<file path="config.mk">
export PLATFORM = sky130hd
export DESIGN_NAME = ham_ehb_decoder
export DESIGN_NICKNAME = d
export VERILOG_FILES = /design/src/rtl/ham_ehb_decoder.sv
export SDC_FILE = /design/constraint.sdc
export NUM_CORES = 1
export LEC_CHECK = 0
export CELL_PAD_IN_SITES_DETAIL_PLACEMENT = 1
export CELL_PAD_IN_SITES_GLOBAL_PLACEMENT = 1
export CORE_ASPECT_RATIO = 0.5
export CORE_UTILIZATION = 32
export CTS_BUF_LIST = sky130_fd_sc_hd__clkbuf_8 sky130_fd_sc_hd__clkbuf_16
export DETAILED_ROUTE_END_ITERATION = 8
export PLACE_DENSITY = 0.71
export SYNTH_ARGS = -nofsm -noshare
export SYNTH_HDL_FRONTEND = slang
export SYNTH_SLANG_ARGS = --single-unit
</file>
<file path="constraint.sdc">
create_clock -name clk -period 1.4 [get_ports clk]
set_input_delay 0.14 -clock clk [delete_from_list [all_inputs] [get_ports clk]]
set_output_delay 0.14 -clock clk [all_outputs]
set_load 0.005 [all_outputs]
</file>
<file path="src/rtl/ham_ehb_decoder.sv">
// Colour-resolve stage around ColourTable: issues CLUT reads per pixel and
// merges the returned colour with HAM hold-and-modify or EHB half-brite.
module ham_ehb_decoder (
    input  logic        clk,
    input  logic        rst_n,
    input  logic        pix_vld,
    input  logic [5:0]  pix_dat,
    input  logic        pix_brd,
    input  logic        ham_en,
    input  logic        ehb_en,
    output logic        clut_rd,
    output logic [4:0]  clut_idx,
    input  logic [11:0] clut_rgb,
    output logic        out_vld,
    output logic [11:0] out_rgb
);

    typedef enum logic [1:0] {
        MODE_NORM = 2'd0,
        MODE_EHB  = 2'd1,
        MODE_HAM  = 2'd2,
        MODE_BRD  = 2'd3
    } mode_e;

    typedef struct packed {
        logic       vld;
        mode_e      mode;
        logic [1:0] ctl;
        logic [3:0] dat;
    } side_t;

    mode_e       in_mode;
    side_t       s0;
    side_t       s1;
    side_t       s2;
    logic [11:0] hold_rgb;
    logic [11:0] res_rgb;

    always_comb begin
        in_mode = MODE_NORM;
        if (pix_brd)
            in_mode = MODE_BRD;
        else if (ham_en)
            in_mode = MODE_HAM;
        else if (ehb_en)
            in_mode = MODE_EHB;
    end

    // Request path is combinational so ColourTable samples it on the same edge as s1.
    always_comb begin
        clut_idx = pix_dat[4:0];
        clut_rd  = pix_vld;
        case (in_mode)
            MODE_BRD: clut_idx = 5'd0;
            MODE_HAM: begin
                clut_idx = {1'b0, pix_dat[3:0]};
                clut_rd  = pix_vld & (pix_dat[5:4] == 2'b00);
            end
            default: ;
        endcase
    end

    always_comb begin
        s0      = '0;
        s0.vld  = pix_vld;
        s0.mode = in_mode;
        s0.ctl  = pix_dat[5:4];
        s0.dat  = pix_dat[3:0];
    end

    // Sideband advances every clock, in lockstep with ColourTable's ungated read pipe.
    always_ff @(posedge clk or negedge rst_n) begin
        if (!rst_n) begin
            s1 <= '0;
            s2 <= '0;
        end else begin
            s1 <= s0;
            s2 <= s1;
        end
    end

    always_comb begin
        res_rgb = clut_rgb;
        case (s2.mode)
            MODE_EHB: begin
                if (s2.ctl[1])
                    res_rgb = {1'b0, clut_rgb[11:9], 1'b0, clut_rgb[7:5], 1'b0, clut_rgb[3:1]};
            end
            MODE_HAM: begin
                case (s2.ctl)
                    2'b01:   res_rgb = {hold_rgb[11:4], s2.dat};
                    2'b10:   res_rgb = {s2.dat, hold_rgb[7:0]};
                    2'b11:   res_rgb = {hold_rgb[11:8], s2.dat, hold_rgb[3:0]};
                    default: res_rgb = clut_rgb;
                endcase
            end
            default: res_rgb = clut_rgb;
        endcase
    end

    // The hold colour and the output pixel load under the same condition, so one
    // register serves both; bubbles leave it untouched.
    always_ff @(posedge clk or negedge rst_n) begin
        if (!rst_n) begin
            out_vld  <= 1'b0;
            hold_rgb <= 12'h000;
        end else begin
            out_vld <= s2.vld;
            if (s2.vld)
                hold_rgb <= res_rgb;
        end
    end

    assign out_rgb = hold_rgb;

endmodule

</file>
==> impl_metrics.ini, run 1 <==
[layout]
final_common_cell = clkdlybuf4s50_1
fill_cells = 448
fin_area_um2 = 2216
layout_common_cells = clkdlybuf4s50_1, dfrtp_1, buf_4, o211ai_1, nor2_1
fin_nets = 218
drive_above_1_share_pct = 26.42
diodes = 0
area_growth_pct = 51.89

[yosys]
synth_cell_type_count = 32
synth_area_um2 = 1459
yosysSeqAreaShare_pct = 53.17
ys_ff_latch = 31
avgSynthCellArea_um2 = 11.40
ys.flop_type = dfrtp_1
ys_warn_count = 0
syn_nets = 154
synth_cells = 128
ys_async_sr_fraction_pct = 100.0
synth-edff-count = 0

[setup_path]
crit_end = out_rgb[4]$_DFFE_PN0P_
worstReg2RegStart = s2[7]$_DFF_PN0_
rrSetupSlack_ns = -0.11
cpPeakStageDelay_ns = 0.41
cp_data_required_time_ns = 1.55
critPathCaptureType = register
r2r_cells = 4
r2r_end = out_rgb[4]$_DFFE_PN0P_
crit_slowest_cell = dfrtp_1
crit_type = register to register
arrival_ns = 1.66
crit_start = s2[7]$_DFF_PN0_
crit_chain = ha_4 > and2b_2 > a221oi_2 > a22oi_1
start_kind = register
path_max_fanout = 7

[run_status]
failed_checks = setup timing
status = finished, violations left

[cts]
cts-root-buf = clkbuf_8
clock_sinks = 31
cts.htree.levels = 2
cts_tree = done
cts_buffer_depth = 2
hold_buffers = 0
numCtsBuffers = 5
clock_latency_ns = 0.29
clkTransAtPathRegs_ns = 0.06

[global_route]
grt_pass1_wl_um = 6430
grt_overflow = 0
antenna_found_initial = 0
grt_pass1_vias = 1298
grt_usage_pct = 17.53
grt_start_max_net_pins = 32

[power]
irDropWorstVdd_mv = 0.4166
power.leakage_nw = 0.9474
switchingPower_mw = 0.6218
combPwrFrac_pct = 24.2
power_per_cell_area_nw_per_um2 = 1021
seqPwrFrac_pct = 45.5
clock_power_share_pct = 30.3
internal_power_mw = 1.640
sw_frac_of_total_pct = 27.50
finalPower_mw = 2.262

[timing]
finalHoldViolCount = 0
maxSlewViolCount = 0
finClkSkew_ns = 0.007528
setup_ws_ns = -0.1052
whs_ns = 0.2289
tightest_slew_ns = 0.3942
fmax_mhz = 664.4
relSlewSlack_pct = 73.72
finalCritPeriodShare_pct = 107.5
rsz0062_at_grt = yes
setup_violations = 12
setup_tns_ns = -0.5752
min_period_ns = 1.505

[die]
design.die.area_um2 = 4850
die_y_um = 49.75
core_um2 = 4124
die_x_um = 97.49
row_count = 16
start_util_pct = 35.38
pin_count = 43

[place]
hpwl_um = 2606
io_buffers = 42
routabilityCongestion = 0.8446
detailed_place.area_um2 = 2058

[routing]
drc = 0
drtAntennaViolNets = 0
wl_um = 3905
drtIter0Drc = 44
wire_per_inst_um = 15.81
dr.pass1.iters = 4
vias_per_cell = 5.065
num_vias = 1251

[flow_run]
cap_viol_max_count = 0

[worst_hold_path]
holdCritPathClass = primary input to register
-- cell families (layout without fill, tap and decap cells) --
family | Yosys count | in the layout | share of synthesized area (%)
compound gates | 43 | 43 | 23.50
xor+xnor | 1 | 1 | 0.6005
fa+ha+maj | 2 | 2 | 1.715
buf+inv | 17 | 80 | 6.775
flops | 31 | 31 | 53.17
simple gates | 34 | 36 | 14.24
-- layer usage --
layer / global-route usage, % / wire [um]
met1: 22.67 / 1863
met2: 27.16 / 1748
met3: 5.957 / 223
met4: 7.108 / 70
met5: 0 / 0
-- sequential cells by signal, indices dropped and copies added (netlist names) --
name,cells
out_rgb,12
out_vld,1
s1,9
s2,9
-- cell type report --
cell class / instances / area [um^2] / area share (%)
flip-flops and latches: 31 / 775.7 / 35.01
multi-input cells: 82 / 664.4 / 29.98
repair buffers: 63 / 589.3 / 26.60
clock buffers: 5 / 68.82 / 3.106
well taps: 54 / 67.56 / 3.049
inverters: 9 / 33.78 / 1.525
clock inverters: 3 / 16.27 / 0.7340
-- timing repair --
item / in CTS / in global routing
cloned: 1 / 1
endpoints found under the setup margin: 18 / 14
pin swaps: 8 / 14
gates resized for setup: 11 / 9
setup buffers: 0 / 2
-- metrics by stage --
stage / instances / utilization, % / worst slack (ns)
2_1_floorplan: 128 / - / -0.03843
5_1_grt: 247 / 53.73 / -0.1620
6_report: 247 / 53.73 / -0.1052
4_1_cts: 244 / 52.61 / -0.09525
3_3_place_gp: 235 / 49.91 / -0.1837
3_5_place_dp: 235 / 49.91 / -0.2044
-- how the worst min path moves through the flow --
stage                               start                      to  slack [ns]  cells past startpoint
final                             pix_brd         s1[6]$_DFF_PN0_        0.23                      3
after global routing              pix_brd         s1[7]$_DFF_PN0_        0.25                      3
after CTS                           rst_n         s2[4]$_DFF_PN0_        0.25                      2
after detailed placement  s1[7]$_DFF_PN0_         s2[7]$_DFF_PN0_        0.34                      0
after global placement    s1[1]$_DFF_PN0_         s2[1]$_DFF_PN0_        0.33                      0
after floorplan                     rst_n  out_rgb[0]$_DFFE_PN0P_       -0.16                      0
-- cell usage after synthesis, drive strengths merged (3+ instances only) --
cell | instances | area [um^2]
buf | 8 | 65.06
nor2 | 10 | 37.54
a221oi | 4 | 35.03
nand3b | 3 | 22.52
nand2 | 3 | 11.26
nand4b | 3 | 26.28
nand3 | 3 | 15.01
o211ai | 12 | 90.09
a21o | 8 | 63.82
a31oi | 8 | 50.05
nor2b | 4 | 25.02
inv | 9 | 33.78
a22oi | 4 | 30.03
a32o | 3 | 30.03
dfrtp | 31 | 775.7
-- power groups by stage --
| stage | Sequential, mW | Clock, mW | Combinational [mW] |
|---|---|---|---|
| 2_1_floorplan | 1.04 | 0 | 0.216 |
| 3_3_place_gp | 1.04 | 0 | 0.504 |
| 3_5_place_dp | 1.04 | 0 | 0.515 |
| 4_1_cts | 1.03 | 0.714 | 0.526 |
| 5_1_grt | 1.04 | 0.747 | 0.593 |
| 6_report | 1.03 | 0.686 | 0.547 |
-- critical path, delay by kind of cell (launching register included) --
kind,cells,cell delay [ns]
AND/OR/NAND/NOR,1,0.26
flip-flops,1,0.41
adder cells (fa/ha/maj),1,0.33
AO/OA/AOI/OAI,2,0.38
Note: power is estimated with default switching activity, not from simulation.
==> run 2: changes to the inputs <==
--- a/config.mk
+++ b/config.mk
@@ -5,13 +5,16 @@
 export SDC_FILE = /design/constraint.sdc
 export NUM_CORES = 1
 export LEC_CHECK = 0
+export ABC_AREA = 0
 export CELL_PAD_IN_SITES_DETAIL_PLACEMENT = 1
 export CELL_PAD_IN_SITES_GLOBAL_PLACEMENT = 1
 export CORE_ASPECT_RATIO = 0.5
 export CORE_UTILIZATION = 32
 export CTS_BUF_LIST = sky130_fd_sc_hd__clkbuf_8 sky130_fd_sc_hd__clkbuf_16
 export DETAILED_ROUTE_END_ITERATION = 8
+export MAX_ROUTING_LAYER = met4
 export PLACE_DENSITY = 0.71
+export RECOVER_POWER = 50
 export SYNTH_ARGS = -nofsm -noshare
 export SYNTH_HDL_FRONTEND = slang
 export SYNTH_SLANG_ARGS = --single-unit
==> impl_metrics.ini, run 2 (synthesis results as in run 1) <==
[place]
routabilityCongestion = 0.8579
hpwl_um = 2606
io_buffers = 42
pre_cts_slack_ns = -0.2044
detailed_place.area_um2 = 2058

[layout]
area_growth_pct = 51.72
drive_above_1_share_pct = 26.42
final_common_cell = dfrtp_1
fill_cells = 447
layout_common_cells = dfrtp_1, clkdlybuf4s50_1, buf_4, o211ai_1, nor2_1
fin_area_um2 = 2213
largest_reg_flops = 12
fin_nets = 218
diodes = 0

[routing]
num_vias = 1251
drc = 0
wl_um = 3882
drtAntennaViolNets = 0
wl_met2_um = 1767
wl_met3_um = 230
highest_layer = met4
dr.pass1.iters = 4
drtIter0Drc = 32
met1_length_um = 1817
vias_per_cell = 5.065
wire_per_inst_um = 15.72

[power]
irDropWorstVdd_mv = 0.4145
seqPwrFrac_pct = 45.6
power.leakage_nw = 0.9488
power_per_cell_area_nw_per_um2 = 1018
sw_frac_of_total_pct = 27.50
internal_power_mw = 1.634
combPwrFrac_pct = 24.0
switchingPower_mw = 0.6198
clock_power_share_pct = 30.4

[global_route]
antenna_found_initial = 0
grt_start_max_net_pins = 32
grt_usage_pct = 18.01
grt_pass1_vias = 1295
grt_overflow = 0
grt_pass1_wl_um = 6410

[die]
design.die.area_um2 = 4850
die_x_um = 97.49
core_um2 = 4124
die_y_um = 49.75
pin_count = 43
row_count = 16
start_util_pct = 35.38

[cts]
clock_sinks = 31
clkTransAtPathRegs_ns = 0.06
cts_buffer_depth = 2
cts.htree.levels = 2
cts_tree = done
hold_buffers = 0
clock_latency_ns = 0.29
cts-root-buf = clkbuf_8
numCtsBuffers = 5

[timing]
relSlewSlack_pct = 48.37
min_period_ns = 1.497
tightest_slew_ns = 0.7744
setup_ws_ns = -0.09713
finClkSkew_ns = 0.008062
finalHoldViolCount = 0
finalCritPeriodShare_pct = 106.9
fmax_mhz = 667.9
rsz0062_at_grt = yes
setup_violations = 13
maxSlewViolCount = 0

[setup_path]
path_max_fanout = 7
start_kind = register
arrival_ns = 1.65
crit_type = register to register
critPathCaptureType = register
cp_data_required_time_ns = 1.55

[run_status]
failed_checks = setup timing
status = finished, violations left

[worst_hold_path]
holdCritPathClass = primary input to register

[flow_run]
cap_viol_max_count = 0
## run 2: final timing paths
check                                start                endpoint  slack, ns  depth (start not counted)
min                                pix_brd         s1[6]$_DFF_PN0_       0.23                          3
min reg2reg                s1[3]$_DFF_PN0_         s2[3]$_DFF_PN0_       0.35                          0
max in group asynchronous            rst_n         s2[1]$_DFF_PN0_       0.46                          2
min in group asynchronous            rst_n         s2[4]$_DFF_PN0_       0.46                          2
max reg2reg                s2[7]$_DFF_PN0_  out_rgb[4]$_DFFE_PN0P_       -0.1                          4
max                        s2[7]$_DFF_PN0_  out_rgb[4]$_DFFE_PN0P_       -0.1                          4
## run 2: worst max-delay path: stages (launching register included)
cell	delay, ns
dfrtp_1	0.41
ha_4	0.33
and2b_2	0.26
a221oi_2	0.25
a22oi_1	0.12
## run 2: power groups by stage
stage / Sequential, mW / Combinational (mW) / Clock [mW]
floorplan: 1.04 / 0.216 / 0
global placement: 1.04 / 0.504 / 0
detailed placement: 1.04 / 0.515 / 0
CTS: 1.03 / 0.526 / 0.714
global route: 1.04 / 0.588 / 0.750
finish: 1.03 / 0.541 / 0.685
## run 2: through the flow
stage	hold WS [ns]	util, %	setup TNS (ns)	total power [mW]	instances
3_5_place_dp	0.3356	49.91	-1.688	1.559	235
5_1_grt	0.2488	53.67	-1.185	2.379	247
2_1_floorplan	-0.1556	-	-0.1478	1.256	128
4_1_cts	0.2496	52.61	-0.5475	2.268	244
6_report	0.2289	53.67	-0.5310	2.254	247
3_3_place_gp	0.3333	49.91	-1.084	1.543	235
## run 2: area by class of cell
class | count | area [um^2] | share of cell area, %
timing repair buffer | 63 | 586.8 | 26.51
sequential | 31 | 775.7 | 35.05
tap | 54 | 67.56 | 3.053
clock buffer | 5 | 68.82 | 3.109
clock inverter | 3 | 16.27 | 0.7349
inverter | 9 | 33.78 | 1.526
multi-input combinational | 82 | 664.4 | 30.02
## run 2: what timing repair did
item,in CTS,in global routing
endpoints found under the setup margin,18,14
gates cloned,1,1
buffers inserted,0,2
gates resized for setup,11,9
hold endpoints to repair,0,0
pin swaps,8,14
## run 2: metal layers
layer | GRT usage, % | vias up
met5 | - | -
met4 | 7.108 | 0
met3 | 6.099 | 9
met2 | 27.62 | 40
met1 | 22.13 | 602
li1 | - | 600
==> edit 1: new RTL, flow settings as in run 1 <==
Put one more register stage on the output `out_rgb`, with the module's reset. The value now appears one clock later. The other outputs are not delayed to match.
--- a/src/rtl/ham_ehb_decoder.sv
+++ b/src/rtl/ham_ehb_decoder.sv
@@ -113,3 +113,9 @@
 
-    assign out_rgb = hold_rgb;
+    always_ff @(posedge clk or negedge rst_n) begin
+        if (!rst_n) begin
+            out_rgb <= '0;
+        end else begin
+            out_rgb <= hold_rgb;
+        end
+    end
 
Function: changed (Yosys sat finds a counterexample within 4 cycles, from zero or initial values and one cycle with rst_n low).
==> edit 1 against run 1 <==
The run still ends with setup timing left. First-iteration DRC count decreased by 25%. Non-clock buffer count increased by 1. Via count increased by 5.6%. Utilization decreased by 2.9 points. Sequential power increased by 40%. Sequential cell count increased by 12. Routed wire length increased by 4.1%. Count of clock-buffer cells in the layout unchanged. Power increased by 32%. Final area increased by 17%. Setup slack improved by 0.029 ns. Synthesized area increased by 21%.
==> edit 1: results <==
metrics = {
    "placement": {
        "placed_cells": 257,
        "dpl_cell_area_sq_um": 2366,
        "dp_slack_ns": -0.2557,
        "place.gp.congestion": 0.7305,
        "dp_hpwl_microns": 2806,
    },
    "synthesis": {
        "yosys-top-cells-area": "dfrtp_1 (61%), o211ai_1 (3.4%), a21o_1 (3.0%)",
        "yosysSeqAreaShare": 0.6086,
        "synth_cells": 136,
        "mappedNetlistNets": 162,
        "yosysUniqueCellTypes": 32,
        "synth_common_cells": "dfrtp_1 (43), nor2_1 (10), a31oi_1 (8), o211ai_1 (8), a21o_1 (7)",
    },
    "grt": {
        "grt_pass1_wl_microns": 6058,
        "grt_util_all_layers": 0.1438,
        "grt_max_degree": 24,
        "met3_usage": 0.05119,
        "grt.met1_usage": 0.1795,
        "grt_use_met2": 0.2387,
    },
    "power_and_ir_drop": {
        "clkPwrFrac": 0.329,
        "ir_drop_mv": 0.4457,
        "power.total_mw": 2.996,
        "powerDensity_nw_per_um2": 1152,
        "p_comb_frac": 0.191,
        "leakagePower_nw": 1.097,
        "p_sw_uw": 742.4,
    },
    "detailed_routing": {
        "drt-wirelength-per-cell_microns": 14.95,
        "routed.top_layer": "met4",
        "met1Wirelength_microns": 1850,
        "route.met2.wl_microns": 2008,
        "final_antenna_net_count": 0,
        "wl_microns": 4067,
        "vias": 1321,
        "route.met3.wl_microns": 167,
        "drt-initial-drc-count": 33,
    },
    "critical_path": {
        "reg2reg_depth": 5,
        "r2r_start": "s2[6]$_DFF_PN0_",
        "worstReg2RegEnd": "hold_rgb[7]$_DFFE_PN0P_",
        "cpPeakStageDelay_ns": 0.39,
        "crit_fanout": 8,
    },
    "sta": {
        "fin_tns_setup_ns": -0.1466,
        "skew_ns": 0.009453,
        "slew_headroom": 0.6901,
        "finalSetupViolations": 5,
        "timing.final.ws_setup_ns": -0.07599,
        "holdWs_ns": 0.3150,
    },
    "clock_network": {
        "cts_resized": 8,
        "postCtsSetupBuffers": 0,
        "cts_hold_buf": 1,
        "cts.clk_slew.worst_paths_ns": 0.09,
        "cts_buffers": 5,
    },
    "outcome": {
        "violations": "setup timing",
        "status": "finished, violations left",
    },
    "finish": {
        "drive_gt1_frac": 0.2673,
        "nNetsFinal": 227,
        "fillers": 563,
    },
    "min_path": {
        "hold_path.class": "in2async",
    },
}
==> edit 1: cell types whose count changed after synthesis, moves of 2 or more <==
cell       delta
inv_1         -4
o211ai_2      +4
a2bb2oi_1     +4
a21o_2        -3
buf_4         -2
dfrtp_1      +12
buf_6         +2
a22oi_1       -4
o211ai_1      -4
a21o_1        +2
==> edit 1: cells by family (layout without fill, tap and decap cells) <==
group | after synthesis | after routing | synth area share
AOI/OAI and AO/OA | 43 | 43 | 0.2045
xor gates and xnor gates | 1 | 1 | 0.004955
DFF | 43 | 43 | 0.6086
and+or+nand+nor | 34 | 36 | 0.1161
adders and majority gates | 2 | 2 | 0.01415
buffers and inverters | 13 | 77 | 0.05166
==> edit 1: final cells by class <==
class | count | share of cell area
Sequential cell | 43 | 0.4139
Multi-Input combinational cell | 82 | 0.2695
Timing Repair Buffer | 64 | 0.2310
Tap cell | 70 | 0.03369
Clock buffer | 5 | 0.02647
Clock inverter | 3 | 0.01829
Inverter | 5 | 0.007218
==> edit 2: new RTL, flow settings as in run 1 <==
Made on the original files. The output `out_vld` loses its register stage (`out_vld` becomes a continuous assignment).
--- a/src/rtl/ham_ehb_decoder.sv
+++ b/src/rtl/ham_ehb_decoder.sv
@@ -104,6 +104,4 @@
         if (!rst_n) begin
-            out_vld  <= 1'b0;
             hold_rgb <= 12'h000;
         end else begin
-            out_vld <= s2.vld;
             if (s2.vld)
@@ -113,2 +111,4 @@
 
+    assign out_vld = s2.vld;
+
     assign out_rgb = hold_rgb;
Function: changed (Yosys sat finds a counterexample within 4 cycles, from zero or initial values and one cycle with rst_n low).
==> edit 2 against run 1 <==
The run still ends with setup timing left. Sequential cell count decreased by 1. Non-clock buffer count decreased by 3. Power increased by 17%. Die area decreased by 1.7%. Setup slack improved by 0.049 ns. Synthesized cell count decreased by 0.78%. Final area increased by 0.45%. First-iteration DRC count increased by 23%. Synthesized area decreased by 1.7%. Clock skew about the same. Routed wire length about the same. Sequential power decreased by 3%. Critical path type unchanged.
==> edit 2: results <==
metrics = {
    "grt": {
        "met3_usage": 0.05301,
        "grt_pass1_vias": 1304,
        "grt_use_met2": 0.2852,
        "grt_max_degree": 31,
        "grt.met1_usage": 0.2262,
    },
    "critical_path": {
        "arrival_ns": 1.61,
        "cpPeakStageDelay_ns": 0.39,
    },
    "placement": {
        "dpl_cell_area_sq_um": 2011,
        "dp_hpwl_microns": 2652,
        "place.gp.congestion": 0.8374,
        "dp_slack_ns": -0.2180,
    },
    "power_and_ir_drop": {
        "p_sw_uw": 623.6,
        "leakagePower_nw": 0.9512,
    },
    "sta": {
        "holdWs_ns": 0.2261,
        "finalSetupViolations": 8,
        "timing.final.ws_setup_ns": -0.05651,
        "skew_ns": 0.007410,
        "fin_tns_setup_ns": -0.2773,
    },
    "detailed_routing": {
        "wl_microns": 3907,
        "route.met3.wl_microns": 170,
        "route.met2.wl_microns": 1868,
    },
    "synthesis": {
        "synth_common_cells": "dfrtp_1 (30), o211ai_1 (12), nor2_1 (10), inv_1 (9), a31oi_1 (8)",
        "mappedNetlistNets": 153,
        "yosysSeqAreaShare": 0.5236,
        "yosys-top-cells-area": "dfrtp_1 (52%), o211ai_1 (6.3%), a31oi_1 (3.5%)",
    },
    "finish": {
        "fillers": 454,
        "nNetsFinal": 213,
        "drive_gt1_frac": 0.2553,
    },
    "outcome": {
        "status": "finished, violations left",
        "violations": "setup timing",
    },
}
edit 2: cell count changes after synthesis:
cell	delta
dfrtp_1	-1
edit 2: final cells by class:
| type | count | area share |
|---|---|---|
| flip-flops and latches | 30 | 0.3373 |
| clock inverters | 2 | 0.02698 |
| clock buffers | 6 | 0.03710 |
| inverters | 9 | 0.01518 |
| multi-input cells | 81 | 0.2985 |
| repair buffers | 60 | 0.2546 |
| well taps | 54 | 0.03035 |
edit 2: metrics by stage:
stage	utilization	cells	power, mW
finish	0.5450	242	2.643
global route	0.5450	242	2.757
CTS	0.5334	240	2.650
detailed placement	0.4923	231	1.523
global placement	0.4923	231	1.505
floorplan	-	127	1.225
edit 2: power by group through the flow:
stage	Combinational, mW	Sequential [mW]	Clock [mW]
finish	0.538	0.995	1.11
global route	0.583	1.01	1.17
CTS	0.527	0.997	1.13
detailed placement	0.510	1.01	0
global placement	0.497	1.01	0
floorplan	0.216	1.01	0
edit 2: final timing paths:
kind,from,to,cells past startpoint
setup / recovery,s2[6]$_DFF_PN0_,out_rgb[5]$_DFFE_PN0P_,5
hold / removal,pix_brd,s1[6]$_DFF_PN0_,3
setup reg to reg,s2[6]$_DFF_PN0_,out_rgb[5]$_DFFE_PN0P_,5
hold reg to reg,s1[3]$_DFF_PN0_,s2[3]$_DFF_PN0_,0
max in group asynchronous,rst_n,s2[2]$_DFF_PN0_,2
min in group asynchronous,rst_n,s2[3]$_DFF_PN0_,2
edit 2: kinds of logic (layout without fill, tap and decap cells):
| family | after synthesis | in the layout | synth area share |
|---|---|---|---|
| xor+xnor | 1 | 1 | 0.006109 |
| simple gates | 34 | 35 | 0.1449 |
| buf+inv | 17 | 77 | 0.06893 |
| compound gates | 43 | 43 | 0.2391 |
| flops | 30 | 30 | 0.5236 |
| fa+ha+maj | 2 | 2 | 0.01745 |
